File: src/rtl/design1_bist_engine.sv
// design1_bist_engine
//   Built-in self-test driver/checker for the combinational design1 netlist
//   (14 inputs, 8 outputs). A Galois LFSR supplies stimulus vectors, a Galois
//   MISR compacts the netlist responses, and the final signature is compared
//   against GOLDEN_SIG.
//
//   Optional feature macro: BIST_SETTLE_EN
//     defined   - each pattern takes two cycles (RUN drives, SETTLE captures).
//     undefined - single-cycle capture, SETTLE state not built.
//
// Ports
//   clk        in   1        rising-edge clock
//   rst        in   1        synchronous reset, active-high
//   start      in   1        begin a run (pulse or level)
//   stim       out  VEC_W    vector to netlist inputs (registered LFSR state)
//   rsp        in   RSP_W    netlist outputs
//   busy       out  1        run in progress
//   done       out  1        run finished; held until next start or reset
//   pass       out  1        final signature == GOLDEN_SIG; valid while done=1
//   signature  out  RSP_W    final MISR value; valid while done=1
//   pat_cnt    out  CNT_W    vectors captured so far (saturates at PATTERNS)

module design1_bist_engine #(
    parameter int unsigned      VEC_W      = 14,
    parameter int unsigned      RSP_W      = 8,
    parameter int unsigned      PATTERNS   = 256,
    parameter logic [VEC_W-1:0] LFSR_SEED  = 14'h0001,
    parameter logic [VEC_W-1:0] LFSR_POLY  = 14'h002B,
    parameter logic [RSP_W-1:0] MISR_POLY  = 8'h1D,
    parameter logic [RSP_W-1:0] GOLDEN_SIG = 8'h00
) (
    input  logic                              clk,
    input  logic                              rst,
    input  logic                              start,
    output logic [VEC_W-1:0]                  stim,
    input  logic [RSP_W-1:0]                  rsp,
    output logic                              busy,
    output logic                              done,
    output logic                              pass,
    output logic [RSP_W-1:0]                  signature,
    output logic [$clog2(PATTERNS+1)-1:0]     pat_cnt
);

    localparam int unsigned CNT_W = $clog2(PATTERNS + 1);

    // An all-zero seed would lock the LFSR; fall back to 1.
    localparam logic [VEC_W-1:0] SEED =
        (LFSR_SEED == '0) ? {{(VEC_W-1){1'b0}}, 1'b1} : LFSR_SEED;

    localparam logic [CNT_W-1:0] LAST_CNT = CNT_W'(PATTERNS - 1);
    localparam logic [CNT_W-1:0] MAX_CNT  = CNT_W'(PATTERNS);

    typedef enum logic [1:0] {
        IDLE   = 2'd0,
        RUN    = 2'd1,
`ifdef BIST_SETTLE_EN
        DONE   = 2'd2,
        SETTLE = 2'd3
`else
        DONE   = 2'd2
`endif
    } state_t;

    state_t            state;
    state_t            state_next;

    logic [VEC_W-1:0]  lfsr;
    logic [VEC_W-1:0]  lfsr_next;
    logic [RSP_W-1:0]  misr;
    logic [RSP_W-1:0]  misr_next;
    logic [CNT_W-1:0]  cnt;

    logic              load;
    logic              capture;
    logic              finish;

    assign lfsr_next = {lfsr[VEC_W-2:0], 1'b0} ^ (lfsr[VEC_W-1] ? LFSR_POLY : '0);
    assign misr_next = ({misr[RSP_W-2:0], 1'b0} ^ (misr[RSP_W-1] ? MISR_POLY : '0)) ^ rsp;

    // Next-state and control strobes.
    always_comb begin
        state_next = state;
        load       = 1'b0;
        capture    = 1'b0;
        finish     = 1'b0;
        case (state)
            IDLE, DONE: begin
                if (start) begin
                    load       = 1'b1;
                    state_next = RUN;
                end
            end
            RUN: begin
`ifdef BIST_SETTLE_EN
                // Drive-only cycle: let the netlist settle before capture.
                state_next = SETTLE;
`else
                capture = 1'b1;
                if (cnt == LAST_CNT) begin
                    finish     = 1'b1;
                    state_next = DONE;
                end
`endif
            end
`ifdef BIST_SETTLE_EN
            SETTLE: begin
                capture = 1'b1;
                if (cnt == LAST_CNT) begin
                    finish     = 1'b1;
                    state_next = DONE;
                end else begin
                    state_next = RUN;
                end
            end
`endif
            default: state_next = IDLE;
        endcase
    end

    always_ff @(posedge clk) begin
        if (rst) begin
            state <= IDLE;
        end else begin
            state <= state_next;
        end
    end

    always_ff @(posedge clk) begin
        if (rst) begin
            lfsr      <= SEED;
            misr      <= '0;
            cnt       <= '0;
            pass      <= 1'b0;
            signature <= '0;
        end else if (load) begin
            // signature is deliberately left alone until the new run completes
            lfsr <= SEED;
            misr <= '0;
            cnt  <= '0;
            pass <= 1'b0;
        end else if (capture) begin
            lfsr <= lfsr_next;
            misr <= misr_next;
            if (cnt != MAX_CNT) begin
                cnt <= cnt + CNT_W'(1);
            end
            if (finish) begin
                signature <= misr_next;
                pass      <= (misr_next == GOLDEN_SIG);
            end
        end
    end

    assign stim    = lfsr;
    assign pat_cnt = cnt;
    assign done    = (state == DONE);
`ifdef BIST_SETTLE_EN
    assign busy    = (state == RUN) || (state == SETTLE);
`else
    assign busy    = (state == RUN);
`endif

endmodule

File: config.mk
export PLATFORM = sky130hd
export DESIGN_NAME = design1_bist_engine
export DESIGN_NICKNAME = d
export VERILOG_FILES = /design/src/rtl/design1_bist_engine.sv
export SDC_FILE = /design/constraint.sdc
export NUM_CORES = 1
export LEC_CHECK = 0
export ABC_AREA = 1
export CAP_MARGIN = 25
export CORE_MARGIN = 2
export CORE_UTILIZATION = 45
export CTS_CLUSTER_DIAMETER = 60
export DETAILED_ROUTE_END_ITERATION = 6
export GPL_ROUTABILITY_DRIVEN = 0
export PLACE_DENSITY_LB_ADDON = 0.3
export SYNTH_ARGS = -nofsm -noshare
export SYNTH_HDL_FRONTEND = slang
export SYNTH_SLANG_ARGS = --single-unit
File: constraint.sdc
create_clock -name clk -period 1.51 [get_ports clk]
set_input_delay 0.302 -clock clk [delete_from_list [all_inputs] [get_ports clk]]
set_output_delay 0.302 -clock clk [all_outputs]
set_load 0.02 [all_outputs]
==> impl_metrics.tcl <==
set metrics [dict create \
    grt_pass1_wl_mm 8.21 \
    synth-edff-count 0 \
    clockPowerShare 0.309 \
    placed_cells 380 \
    synthTopCellsByArea "dfxtp_1, nand2_1, inv_1, nor2_1, o21ai_0" \
    crit_type "flop to flop" \
    rsz0062_at_grt "true" \
    grt_max_degree 23 \
    netlist_instances 286 \
    grt_pass1_vias 1894 \
    initial_core_util 0.469 \
    wl_per_cell_um 11.8 \
    clock_sinks 42 \
    p_per_area_nw_per_um2 820 \
    critPathMaxFanout 6 \
    clk_pin_slew_ns 0.08 \
    syn_area_per_cell_um2 7.14 \
    yosysWarningCount 0 \
    final.min_clock_period_ns 1.51 \
    met1_usage 0.246 \
    combPwrFrac 0.167 \
    cts_buffers 5 \
    insertedDiodeCount 0 \
    antenna_found_initial 0 \
    vias_per_cell 4.84 \
    drtAntennaViolNets 0 \
    p_sw_w 0.000647 \
    row_count 24 \
    grt.total_usage 0.198 \
    fin_ws_ns -0.00478 \
    synth.top_cell.area_share 0.412 \
    ys.flop_type "dfxtp_1" \
    async_flop_share 0 \
    max-vdd-ir-drop_uv 811 \
    cts_buffer_depth 2 \
    numPortBuffers 44 \
    min-delay-path-class "flop to flop" \
    netlist_top_cells_count "nand2_1, dfxtp_1, inv_1, nor2_1, o21ai_0" \
    insertion_delay_ns 0.29 \
    total_power_w 0.00225 \
    wl_mm 4.68 \
    drt_iter0_drc 102 \
    area_growth_syn_to_layout_pct 34.7 \
    drive_gt1_frac 0.207 \
    intPower_w 0.00161 \
    cts_tree "done" \
    post-dp-hpwl_mm 3.26 \
    setup_viol_count_final 1 \
    syn_area_um2 2040 \
    multi_input_area_um2 993 \
    nNetsFinal 356 \
    syn-num-nets 300 \
    die_h_um 71.4 \
    num_vias 1912 \
    io_pins 45 \
    seq_power_share 0.523 \
    worst_slew_pin_slew_ns 0.326 \
    arrival_ns 1.70 \
    leakage_nw 1.41 \
    maxCapViolations 0 \
    ys_ff_latch 42 \
    final_util 0.632 \
    fillerInstances 395 \
    skew_ns 0.00567 \
    grtUsageMet2 0.347 \
    max_freq_ghz 0.660 \
    status "complete, but fails checks" \
    cts-root-buf "clkbuf_8" \
    crit_path_end_kind "flop" \
    slew_violations 0 \
    grt_util_met3 0.0436 \
    fp.coreArea_um2 4350 \
    dr.pass1.iters 4 \
    grt_overflow_total 0 \
    finalHoldViolCount 0 \
    drc 0 \
    violations "negative setup slack" \
    dieArea_um2 5090 \
    synth_top_area_cell "dfxtp_1" \
    stdcell_count 395 \
    die_w_um 71.4 \
    htree_levels 2 \
    critPathLaunchType "flop" \
    yosysUniqueCellTypes 28 \
    top_usage_layer "met2" \
    period_share 1.00 \
    power_switching_share 0.287 \
    synth_seq_area_share 0.412 \
    place_ws_ns -0.0949 \
    regArea_um2 855 \
    required_ns 1.69 \
    synth.most_common_cell "nand2_1" \
    max_slew_margin 0.783 \
]
-- flip-flops by register name (all words and copies together) (netlist names) --
| name | count |
|---|---|
| pat_cnt | 9 |
| stim | 14 |
| pass | 1 |
| misr | 8 |
| signature | 8 |
| state | 2 |
-- critical path: stages (launching register included) --
cell and delay (ns):
dfxtp_4 0.37, ha_4 0.15, nand2_4 0.06, nor4_4 0.14, ha_2 0.25, nand2_4 0.10
nor2_4 0.11, buf_4 0.11, buf_4 0.09, nor2_1 0.04
-- cell type report --
class,instances,area share
well taps,52,0.0236
clock buffers,5,0.0250
repair buffers,68,0.213
multi-input cells,182,0.361
clock inverters,3,0.00591
flip-flops and latches,42,0.311
inverters,43,0.0605
-- power by group through the flow --
stage	combinational (W)	sequential [W]	clock [W]
global placement	0.000376	0.00121	0
floorplan	0.000249	0.00122	0
global route	0.000422	0.00119	0.000759
detailed placement	0.000382	0.00121	0
finish	0.000377	0.00118	0.000697
CTS	0.000365	0.00118	0.000719
-- path summary, 6_finish.rpt --
path | start | slack, ns | depth (start not counted) | endpoint
max | pat_cnt[1] | -0.005 | 9 | signature[6]
min | signature[1] | 0.47 | 2 | signature[1]
max reg2reg | pat_cnt[1] | -0.005 | 9 | signature[6]
min reg2reg | signature[1] | 0.47 | 2 | signature[1]
-- layer usage --
metal  wire length, um  up-vias  part of all wire
met2              2210       53              0.47
li1                  -      991                 -
met1              2130      864              0.45
met4                46        0            0.0098
met5                 0        -                 0
met3               297        4             0.063
-- stage by stage --
| step | TNS [ns] | area, um2 | hold WS (ns) |
|---|---|---|---|
| finish | -0.00478 | 2750 | 0.466 |
| global route | -0.769 | 2750 | 0.493 |
| CTS | 0 | 2670 | 0.468 |
| detailed placement | -0.403 | 2590 | 0.459 |
| global placement | -0.0822 | 2590 | 0.452 |
| floorplan | -0.211 | 2090 | 0.450 |
-- cell usage in the layout, fill, tap and decap left out, types with 4 or more instances in the layout --
master / Yosys / routed
nand2_1: 62 / 60
inv_1: 38 / 36
dfxtp_1: 42 / 35
nor2_1: 36 / 33
dlygate4sd2_1: 0 / 32
o21ai_0: 25 / 22
buf_4: 13 / 22
a21oi_1: 20 / 16
clkdlybuf4s50_1: 0 / 10
nand3_1: 10 / 7
inv_2: 4 / 6
xor2_1: 5 / 5
a21oi_2: 1 / 5
clkbuf_8: 0 / 5
dfxtp_2: 0 / 5
nand2_4: 1 / 4
a31oi_1: 4 / 4
-- cells by family after synthesis --
kind of cell,count (synthesis),synth area share
and+or+nand+nor,117,0.240
AOI/OAI and AO/OA,53,0.142
adders and majority gates,3,0.0184
DFF,42,0.412
buffers and inverters,63,0.153
xor gates and xnor gates,8,0.0343
-- repair_timing --
item                                    4_1_cts  5_1_grt
gates resized for setup                      38       21
pin swaps                                     3        2
hold buffers                                  0        0
setup buffers                                 3        3
endpoints found under the setup margin       41       24
cloned                                        1        0
(Power assumes the default switching activity.)
